==> src/rtl/configurable_mode_fifo.sv <==
// Single-clock FIFO with registered or first-word-fall-through read, runtime
// almost-full/almost-empty thresholds and sticky overflow/underflow flags.
module configurable_mode_fifo #(
  parameter int DATA_WIDTH = 8,
  parameter int DEPTH      = 16,
  parameter int ADDR_WIDTH = $clog2(DEPTH),
  parameter int FWFT       = 0
) (
  input  logic                  i_clk,
  input  logic                  i_rst_n,
  input  logic                  i_flush,
  input  logic                  i_wr_en,
  input  logic [DATA_WIDTH-1:0] i_wr_data,
  input  logic                  i_rd_en,
  output logic [DATA_WIDTH-1:0] o_rd_data,
  output logic                  o_rd_valid,
  input  logic [ADDR_WIDTH:0]   i_af_thresh,
  input  logic [ADDR_WIDTH:0]   i_ae_thresh,
  output logic [ADDR_WIDTH:0]   o_count,
  output logic                  o_full,
  output logic                  o_empty,
  output logic                  o_almost_full,
  output logic                  o_almost_empty,
  output logic                  o_overflow,
  output logic                  o_underflow
);

  localparam int CW = ADDR_WIDTH + 1;
  localparam logic [CW-1:0] FULL_COUNT = CW'(DEPTH);

  logic [DATA_WIDTH-1:0] r_mem [DEPTH];
  logic [ADDR_WIDTH-1:0] r_wrPtr;
  logic [ADDR_WIDTH-1:0] r_rdPtr;
  logic [CW-1:0]         r_count;
  logic                  r_overflow;
  logic                  r_underflow;

  logic w_full;
  logic w_empty;
  logic w_wrAcc;
  logic w_rdAcc;
  logic w_wrReject;
  logic w_rdReject;

  // Full is decoded from the registered count, so a same-cycle read cannot make room for a write.
  assign w_full     = (r_count == FULL_COUNT);
  assign w_empty    = (r_count == '0);
  assign w_wrAcc    = i_wr_en & ~w_full & ~i_flush;
  assign w_rdAcc    = i_rd_en & ~w_empty & ~i_flush;
  assign w_wrReject = i_wr_en & w_full & ~i_flush;
  assign w_rdReject = i_rd_en & w_empty & ~i_flush;

  assign o_count        = r_count;
  assign o_full         = w_full;
  assign o_empty        = w_empty;
  assign o_almost_full  = (r_count >= i_af_thresh);
  assign o_almost_empty = (r_count <= i_ae_thresh);
  assign o_overflow     = r_overflow;
  assign o_underflow    = r_underflow;

  always_ff @(posedge i_clk) begin
    if (w_wrAcc) begin
      r_mem[r_wrPtr] <= i_wr_data;
    end
  end

  always_ff @(posedge i_clk or negedge i_rst_n) begin
    if (!i_rst_n) begin
      r_wrPtr     <= '0;
      r_rdPtr     <= '0;
      r_count     <= '0;
      r_overflow  <= 1'b0;
      r_underflow <= 1'b0;
    end else if (i_flush) begin
      r_wrPtr     <= '0;
      r_rdPtr     <= '0;
      r_count     <= '0;
      r_overflow  <= 1'b0;
      r_underflow <= 1'b0;
    end else begin
      if (w_wrAcc) begin
        r_wrPtr <= r_wrPtr + 1'b1;
      end
      if (w_rdAcc) begin
        r_rdPtr <= r_rdPtr + 1'b1;
      end
      case ({w_wrAcc, w_rdAcc})
        2'b10:   r_count <= r_count + 1'b1;
        2'b01:   r_count <= r_count - 1'b1;
        default: r_count <= r_count;
      endcase
      if (w_wrReject) begin
        r_overflow <= 1'b1;
      end
      if (w_rdReject) begin
        r_underflow <= 1'b1;
      end
    end
  end

  generate
    if (FWFT != 0) begin : g_fwft
      assign o_rd_data  = r_mem[r_rdPtr];
      assign o_rd_valid = ~w_empty;
    end else begin : g_registered
      logic [DATA_WIDTH-1:0] r_rdData;
      logic                  r_rdValid;

      // rd_data is deliberately left untouched by flush so downstream still sees the last word.
      always_ff @(posedge i_clk or negedge i_rst_n) begin
        if (!i_rst_n) begin
          r_rdData  <= '0;
          r_rdValid <= 1'b0;
        end else if (i_flush) begin
          r_rdValid <= 1'b0;
        end else begin
          r_rdValid <= w_rdAcc;
          if (w_rdAcc) begin
            r_rdData <= r_mem[r_rdPtr];
          end
        end
      end

      assign o_rd_data  = r_rdData;
      assign o_rd_valid = r_rdValid;
    end
  endgenerate

endmodule
==> config.mk <==
export PLATFORM = sky130hd
export DESIGN_NAME = configurable_mode_fifo
export DESIGN_NICKNAME = d
export VERILOG_FILES = /design/src/rtl/configurable_mode_fifo.sv
export SDC_FILE = /design/constraint.sdc
export NUM_CORES = 1
export LEC_CHECK = 0
export BUFFER_PORTS_ARGS = -buffer_cell sky130_fd_sc_hd__buf_2
export CAP_MARGIN = 25
export CORE_MARGIN = 4
export CORE_UTILIZATION = 39
export CTS_CLUSTER_SIZE = 28
export DETAILED_ROUTE_END_ITERATION = 8
export PLACE_DENSITY = 0.54
export SYNTH_ARGS = -nofsm -noshare
export SYNTH_HDL_FRONTEND = slang
export SYNTH_SLANG_ARGS = --single-unit
export TNS_END_PERCENT = 10
==> constraint.sdc <==
create_clock -name i_clk -period 3.3 [get_ports i_clk]
set_clock_uncertainty 0.05 [all_clocks]
set_input_delay 0.66 -clock i_clk [delete_from_list [all_inputs] [get_ports i_clk]]
set_output_delay 0.66 -clock i_clk [all_outputs]
set_load 0.1 [all_outputs]
==> Word level (Yosys, flattened, before mapping) <==
Memory sizes are Yosys's and may differ from the RTL's. A register that Yosys moved wholly into a read port is not among the register bits.
Cells that the tools add are included.
{ "word_totals": {"regBits": 16, "latch_bits": 0, "ramBits": 128, "mem_bits_ro": 0, "inputBits": 23, "output_inout_bits": 20, "word_cells": 48, "n_memories": 1} }
{ "memory_table": {"columns": ["memory", "depth", "width", "read_ports", "rd_clocked_by_memory_dff", "wr", "line", "source"], "rows": [
  ["r_mem", 16, 8, 1, 1, 1, "31", "logic [DATA_WIDTH-1:0] r_mem [DEPTH];"]
]} }
{ "classes": {"n_addsub": 4, "multipliers": 0, "div_mod_pow": 0, "n_lt_le_gt_ge": 2, "n_eq_ne": 3, "shifts": 0, "muxes": 13, "n_bitwise": 11, "n_reduce_logical": 8} }
{ "ops": {"columns": ["cell", "count"], "rows": [
  ["$mux 4", 4],
  ["$pmux 5 s2", 1],
  ["$add 4x1->4 const B", 2],
  ["$and 1x1->1", 8],
  ["$reduce_bool 2->1", 4],
  ["$mux 1", 7],
  ["$add 5x1->5 const B", 1],
  ["$eq 5x5->1 const B", 1],
  ["$ge 5x5->1", 1],
  ["$le 5x5->1", 1],
  ["$logic_not 5->1", 1],
  ["$mux 5", 1],
  ["$sub 5x1->5 const B", 1],
  ["$not 1->1", 3],
  ["$reduce_bool 3->1", 1],
  ["$eq 2x1->1 const B", 1],
  ["$eq 2x2->1 const B", 1],
  ["$reduce_and 2->1", 1],
  ["$logic_not 1->1", 1]
]} }

==> Logic depth before layout (Yosys ltp) <==
Gate-level depths: netlist (run 1).
{ "depth": {"ltp_word": 7, "mapped_depth": 11, "ltp_nobuf": 10} }

==> Least setup slack after synthesis (run 1) <==
Ideal clock, no wire load.
{ "synth_path": {"kind": "register to output", "from": "register r_count[1], in the netlist o_count[1]", "to": "output o_almost_empty", "arrival_ps": 3445, "required_time_ps": 2590, "path_slack_ps": -855, "path_stages_with_launch": 8, "n_path_buf": 0, "path_cell_list": "dfrtp_1 -> ha_1 -> nor2b_1 -> o21ai_0 -> nand2b_1 -> a21oi_1 -> nor2b_1 -> o22ai_1"} }
{ "synth_via": {"elab_chain_cells": 1} }
{ "synth_lines": {"columns": ["item", "line", "source"], "rows": [
  ["from (decl)", "34", "logic [CW-1:0] r_count;"],
  ["from (signal assigned)", "88", "2'b10: r_count <= r_count + 1'b1;"],
  ["from (signal assigned)", "89", "2'b01: r_count <= r_count - 1'b1;"],
  ["from (signal assigned)", "90", "default: r_count <= r_count;"],
  ["$le 5x5->1", "57", "assign o_almost_empty = (r_count <= i_ae_thresh);"],
  ["to (decl)", "23", "output logic o_almost_empty,"]
]} }
Every way passes these cells.

==> Worst setup path in the final report (run 1) <==
{ "layout_path": {"from": "register r_count[0], in the netlist o_count[0]", "to": "output o_almost_full"} }
{ "layout_via": {"elab_chain_cells": 1} }
{ "layout_lines": {"columns": ["item", "line", "source"], "rows": [
  ["$ge 5x5->1", "56", "assign o_almost_full = (r_count >= i_af_thresh);"],
  ["to (decl)", "22", "output logic o_almost_full,"]
]} }
Every way passes these cells.

==> results of run 1 <==
-- final timing paths --
path                             from            end  cells after the start
min reg2reg                o_overflow     o_overflow                      2
min in group i_clk         o_overflow     o_overflow                      2
max                        o_count[0]  o_almost_full                      9
max reg2reg                o_count[1]     o_count[4]                     10
max in group asynchronous     i_rst_n     r_rdPtr[0]                      1
min                           i_rst_n     o_count[0]                      1
-- sequential cells by signal, indices dropped and copies added (netlist names) --
name / flops
r_mem: 128
o_rd_data: 8
o_count: 5
r_rdPtr: 4
r_wrPtr: 4
o_overflow: 1
o_rd_valid: 1
o_underflow: 1
-- kinds of logic after synthesis --
| logic type | synth area share |
|---|---|
| xor+xnor | 0.0123 |
| mux | 0.164 |
| flops | 0.692 |
| simple gates | 0.0567 |
| compound gates | 0.0238 |
| fa+ha+maj | 0.0331 |
| buf+inv | 0.0181 |
-- cell usage in the layout (no fill, tap or decap), drive strengths merged, types with 8 or more instances in the layout --
cell and n:
clkinv 9, a21oi 8, inv 13, nand2 11, mux2 9, ha 17
dfrtp 24, clkbuf 18, nor2 39, mux4 40, edfxtp 128, buf 73
-- routing by layer --
layer,wire length [um],share of wire,up-vias
met5,0,0,-
met4,106,0.0080,0
met3,529,0.040,12
met2,6600,0.50,68
met1,6030,0.45,1759
li1,-,-,1549
-- report_power, final --
group | switching [mW] | internal (mW)
logic | 1.41 | 0.613
clock network | 0.735 | 1.26
registers | 0.130 | 2.20
total | 2.27 | 4.07
-- final cells by class --
class / instances / area share
Sequential cell: 152 / 0.576
Tap cell: 216 / 0.0350
Inverter: 13 / 0.00633
Timing Repair Buffer: 73 / 0.0607
Clock buffer: 18 / 0.0556
Clock inverter: 14 / 0.0235
Multi-Input combinational cell: 178 / 0.242
-- critical path, delay by kind of cell, from the launching register on --
| family | cells | cell delay, ns |
|---|---|---|
| adder cells (fa/ha/maj) | 1 | 0.29 |
| AND/OR/NAND/NOR | 3 | 0.27 |
| flip-flops | 1 | 0.46 |
| AO/OA/AOI/OAI | 3 | 0.47 |
| buffers and inverters | 2 | 0.45 |
-- per-stage QoR --
step / hold slack, ns / util / setup slack [ns]
global placement: 0.435 / 0.444 / 0.213
finish: 0.225 / 0.482 / 0.226
CTS: 0.237 / 0.482 / 0.184
floorplan: 0.314 / - / -0.112
global route: 0.257 / 0.482 / 0.00141
detailed placement: 0.432 / 0.444 / 0.116
==> impl_metrics.py, run 1 <==
metrics = {
    "global_route": {
        "grt_use_met3": 0.0418,
        "grt_antenna_before_repair": 0,
        "grt_met1_use": 0.210,
        "first_global_vias": 3527,
        "grt_busiest_layer": "met2",
        "grt_pass1_wl_mm": 20.7,
        "maximum_number_of_pins_on_one_net_before_global_route_repair": 25,
        "groute.layer.met2.usage": 0.249,
        "gr-total-overflow": 0,
        "total_global_routing_track_utilization": 0.156,
    },
    "timing": {
        "hold_violations": 0,
        "post-route-period-util": 0.932,
        "min_period_ns": 3.07,
        "report.final.setup_viol": 0,
        "slew_headroom": 0.509,
        "setup_tns_ns": 0,
        "rsz0062_at_grt": "false",
        "tightestPinTransition_ns": 0.736,
        "slew_viol_final": 0,
        "maxClockFrequency_ghz": 0.325,
    },
    "job": {
        "maxCapViolations": 0,
    },
    "placement": {
        "routabilityCongestion": 0.800,
        "placed_cell_area_um2": 7100,
        "place.port_buffers": 42,
        "post-place-cells": 632,
        "detailed_placer_s_ending_hpwl_mm": 8.80,
    },
    "power_and_ir_drop": {
        "ir_worst_vdd_mv": 0.667,
        "static_leakage_nw": 2.78,
        "pwr_density_cell_nw_per_um2": 822,
        "fin_total_pwr_mw": 6.34,
    },
    "synth": {
        "ys_types": 40,
        "synth_top_flop_cell": "edfxtp_1",
        "ys_seq_area_frac": 0.692,
        "syn_area_per_cell_um2": 17.9,
        "synth_enable_flop_cells": 128,
        "synthesis.area_um2": 6420,
        "synth_cells": 359,
        "netlist.area_leader.share": 0.598,
        "synth.net_count": 399,
        "ys_ff_latch": 152,
        "synth.most_common_cell": "edfxtp_1",
        "cell_accounting_for_the_most_synthesized_area": "edfxtp_1",
        "synthTopCellsByArea": "edfxtp_1 60%, mux4_2 14%, dfrtp_1 9.3%, ha_1 3.3%, nor2_1 2.2%",
        "netlist_top_cells_count": "128 x edfxtp_1, 40 x mux4_2, 38 x nor2_1, 24 x dfrtp_1, 17 x ha_1",
        "async_reset_ff_frac": 0.158,
        "ys.warnings.count": 0,
    },
    "drt": {
        "drt_first_pass_iters": 4,
        "initialDrtViolationCount": 304,
        "drtAntennaViolNets": 0,
        "totalWireLength_mm": 13.3,
        "drt_drc_violations_left": 0,
        "avgViaCountPerCell": 5.10,
        "route.detailed.wl_per_inst_um": 20.0,
        "route.vias.total": 3388,
    },
    "worst_setup_path": {
        "reg2reg_setup_slack_ns": 0.26,
        "path_common_cell": "nand2b_1",
        "worst-endpoint-required_ns": 2.59,
        "worst_path_largest_cell_delay_ns": 0.46,
        "path_max_fanout": 5,
        "crit_path_start_kind": "register",
        "slowest_cell_on_crit_path": "dfrtp_1",
        "critical_path_capture_point_type": "output pin",
        "critical_path_class": "reg -> out",
        "crit_arrival_ns": 2.36,
        "crit_chain": "inv_1 > ha_1 > nand2b_1 > a21o_1 > a21oi_1 > nor2b_1 > o21ai_0 > nand2b_1 > buf_2",
    },
    "floorplan": {
        "ioPinCount": 43,
        "placeableCoreArea_um2": 16000,
        "start_util": 0.402,
        "fp.dieArea_um2": 18600,
        "die-height_um": 136,
        "die-width_um": 136,
        "num_rows": 46,
    },
    "clock_network": {
        "cts-root-buf": "clkbuf_16",
        "clk_pin_slew_ns": 0.06,
        "ctsHoldBuffers": 0,
        "clock_latency_ns": 0.42,
        "htree_depth": 4,
        "clockBufferDepth": 2,
        "cts-resized-gates": 0,
        "number_of_buffers_inserted_by_post_cts_setup_repair": 0,
        "clock-sinks": 152,
        "cts_tree": "yes",
        "cts-buffers-inserted": 17,
    },
    "finish": {
        "seqCellArea_um2": 4450,
        "area_delta_synth_final_pct": 20.1,
        "final_layout_size_suffix_gt1_frac": 0.357,
        "final_cells": 664,
        "design_area_um2": 7710,
        "antenna-diode-count": 0,
        "area_of_the_multi_input_gates_um2": 1870,
        "finish.net_count": 475,
        "count_of_filler_cells_inserted_in_the_layout": 1385,
    },
    "status": {
        "status": "completed",
    },
    "min_path": {
        "worst_hold_path_type": "in -> async",
    },
}
Note: power is estimated with default switching activity, not from simulation.
==> inputs of run 2 (changes only) <==
ABC_AREA = 1   (was unset)
CORE_UTILIZATION = 30   (was 39)
MAX_ROUTING_LAYER = met4   (was unset)
PLACE_DENSITY = 0.44   (was 0.54)
==> impl_metrics.py, run 2 <==
metrics = {
    "status": {
        "status": "completed",
    },
    "placement": {
        "place.port_buffers": 42,
        "routabilityCongestion": 0.784,
        "detailed_placer_s_ending_hpwl_mm": 10.5,
        "dpl_worst_slack_ns": 0.655,
        "post-place-cells": 848,
    },
    "worst_setup_path": {
        "reg2reg_setup_slack_ns": 0.97,
        "cp_top_family": "buffers and inverters",
        "cp.buffers_inverters": 3,
        "critical_path_capture_point_type": "output pin",
        "path_max_fanout": 6,
        "critical_path_class": "reg -> out",
        "worst-endpoint-required_ns": 2.59,
        "crit_path_start_kind": "register",
        "slowest_cell_on_crit_path": "dfrtp_1",
        "crit_chain": "inv_1 > ha_1 > inv_1 > nand2_1 > a21oi_1 > o21bai_1 > a21oi_1 > o21bai_2 > buf_2",
        "crit_arrival_ns": 2.21,
        "worst_path_largest_cell_delay_ns": 0.46,
    },
    "synth": {
        "ys.warnings.count": 0,
        "synth_cells": 534,
        "synth.net_count": 574,
        "synthTopCellsByArea": "edfxtp_1 59%, dfrtp_1 9.2%, o21ai_0 5.9%, nor2_1 5.1%, ha_1 3.3%",
        "netlist_top_cells_count": "128 x edfxtp_1, 88 x nor2_1, 77 x o21ai_0, 32 x nand2_1, 30 x inv_1",
        "ys_types": 31,
        "synth_top_flop_cell": "edfxtp_1",
        "cell_accounting_for_the_most_synthesized_area": "edfxtp_1",
        "synthesis.area_um2": 6510,
        "ys_seq_area_frac": 0.682,
        "netlist.area_leader.share": 0.590,
        "async_reset_ff_frac": 0.158,
        "synth_enable_flop_cells": 128,
        "synth.most_common_cell": "edfxtp_1",
        "ys_ff_latch": 152,
        "syn_area_per_cell_um2": 12.2,
    },
    "finish": {
        "final_common_cell": "edfxtp_1",
        "finish.net_count": 632,
        "final_util": 0.364,
        "final_layout_size_suffix_gt1_frac": 0.180,
        "largest_register_ffs": 128,
        "area_delta_synth_final_pct": 18.6,
        "antenna-diode-count": 0,
        "final_cell_mix": "128 x edfxtp_1, 88 x nor2_1, 76 x o21ai_0",
        "final_cells": 880,
        "largest-register": "r_mem",
    },
    "global_route": {
        "gr-total-overflow": 0,
        "maximum_number_of_pins_on_one_net_before_global_route_repair": 67,
        "first_global_vias": 4285,
        "grt_pass1_wl_mm": 25.8,
        "grt_antenna_before_repair": 0,
        "total_global_routing_track_utilization": 0.148,
    },
    "floorplan": {
        "num_rows": 53,
        "fp.dieArea_um2": 24100,
        "die-width_um": 155,
        "die-height_um": 155,
        "ioPinCount": 43,
        "placeableCoreArea_um2": 21200,
        "start_util": 0.307,
    },
    "timing": {
        "tightestPinTransition_ns": 0.776,
        "setup_tns_ns": 0,
        "final_critical_path_setup_slack_ns": 0.376,
        "timing.hold.ws_ns": 0.177,
        "slew_headroom": 0.482,
        "rsz0062_at_grt": "false",
        "hold_violations": 0,
        "post-route-period-util": 0.886,
        "min_period_ns": 2.92,
        "slew_viol_final": 0,
        "report.final.setup_viol": 0,
        "maxClockFrequency_ghz": 0.342,
    },
    "clock_network": {
        "ctsHoldBuffers": 0,
        "cts-buffers-inserted": 17,
        "clock_latency_ns": 0.42,
        "clk_pin_slew_ns": 0.06,
        "clock-sinks": 152,
        "cts-resized-gates": 0,
        "cts-root-buf": "clkbuf_16",
        "clockBufferDepth": 2,
        "cts_tree": "yes",
        "htree_depth": 4,
        "number_of_buffers_inserted_by_post_cts_setup_repair": 0,
    },
    "drt": {
        "avgViaCountPerCell": 4.82,
        "drt_first_pass_iters": 4,
        "drt_drc_violations_left": 0,
        "route.detailed.wl_per_inst_um": 18.9,
        "totalWireLength_mm": 16.7,
        "drtAntennaViolNets": 0,
        "route.vias.total": 4245,
        "initialDrtViolationCount": 332,
    },
    "power_and_ir_drop": {
        "static_leakage_nw": 2.81,
        "pwr_density_cell_nw_per_um2": 863,
        "ir_worst_vdd_mv": 0.414,
    },
    "job": {
        "maxCapViolations": 0,
    },
    "min_path": {
        "worst_hold_path_type": "in -> async",
    },
}
run 2: cell count changes after synthesis, sizes merged, moves of 19 or more:
| cell | delta |
|---|---|
| mux4 | -40 |
| nand3 | +28 |
| nor2 | +53 |
| inv | +19 |
| nand2 | +25 |
| o221ai | +21 |
| o21ai | +71 |
run 2: path summary, 6_finish.rpt:
path                                  to         start  cells past startpoint
setup reg to reg            o_rd_data[3]    r_rdPtr[0]                      7
min in group i_clk            o_overflow       i_flush                      2
setup / recovery           o_almost_full    o_count[0]                      9
hold reg to reg             o_rd_data[3]  o_rd_data[3]                      1
hold / removal              o_rd_data[2]       i_rst_n                      1
max in group asynchronous     r_rdPtr[0]       i_rst_n                      1
run 2: cell type report:
type | instances | area (um2)
well taps | 275 | 344
repair buffers | 65 | 383
inverters | 33 | 131
multi-input cells | 323 | 1830
clock inverters | 10 | 144
clock buffers | 22 | 454
fillers | 2098 | 13500
flip-flops and latches | 152 | 4450
run 2: cells by family after synthesis:
| kind of cell | Yosys count | synth area share |
|---|---|---|
| buffers and inverters | 59 | 0.0384 |
| adders and majority gates | 17 | 0.0326 |
| and+or+nand+nor | 165 | 0.114 |
| DFF | 152 | 0.682 |
| xor gates and xnor gates | 1 | 0.00134 |
| AOI/OAI and AO/OA | 140 | 0.131 |
run 2: metal layers:
layer | up-vias | part of all wire | global-route usage
li1 | 2072 | - | -
met1 | 2061 | 0.47 | 0.200
met2 | 96 | 0.47 | 0.222
met3 | 16 | 0.048 | 0.0312
met4 | 0 | 0.017 | 0.0538
met5 | - | 0 | -
run 2: where the power goes:
part	internal [mW]	total (mW)	switching (mW)
logic	0.510	2.40	1.89
registers	2.20	2.31	0.106
clock network	1.21	1.97	0.755
total	3.93	6.67	2.75
run 2: metrics by stage:
stage | power (mW) | instance area, um2
finish | 6.67 | 7730
global placement | 4.74 | 7130
floorplan | 4.14 | 6520
detailed placement | 4.78 | 7130
CTS | 6.76 | 7730
global route | 7.02 | 7730
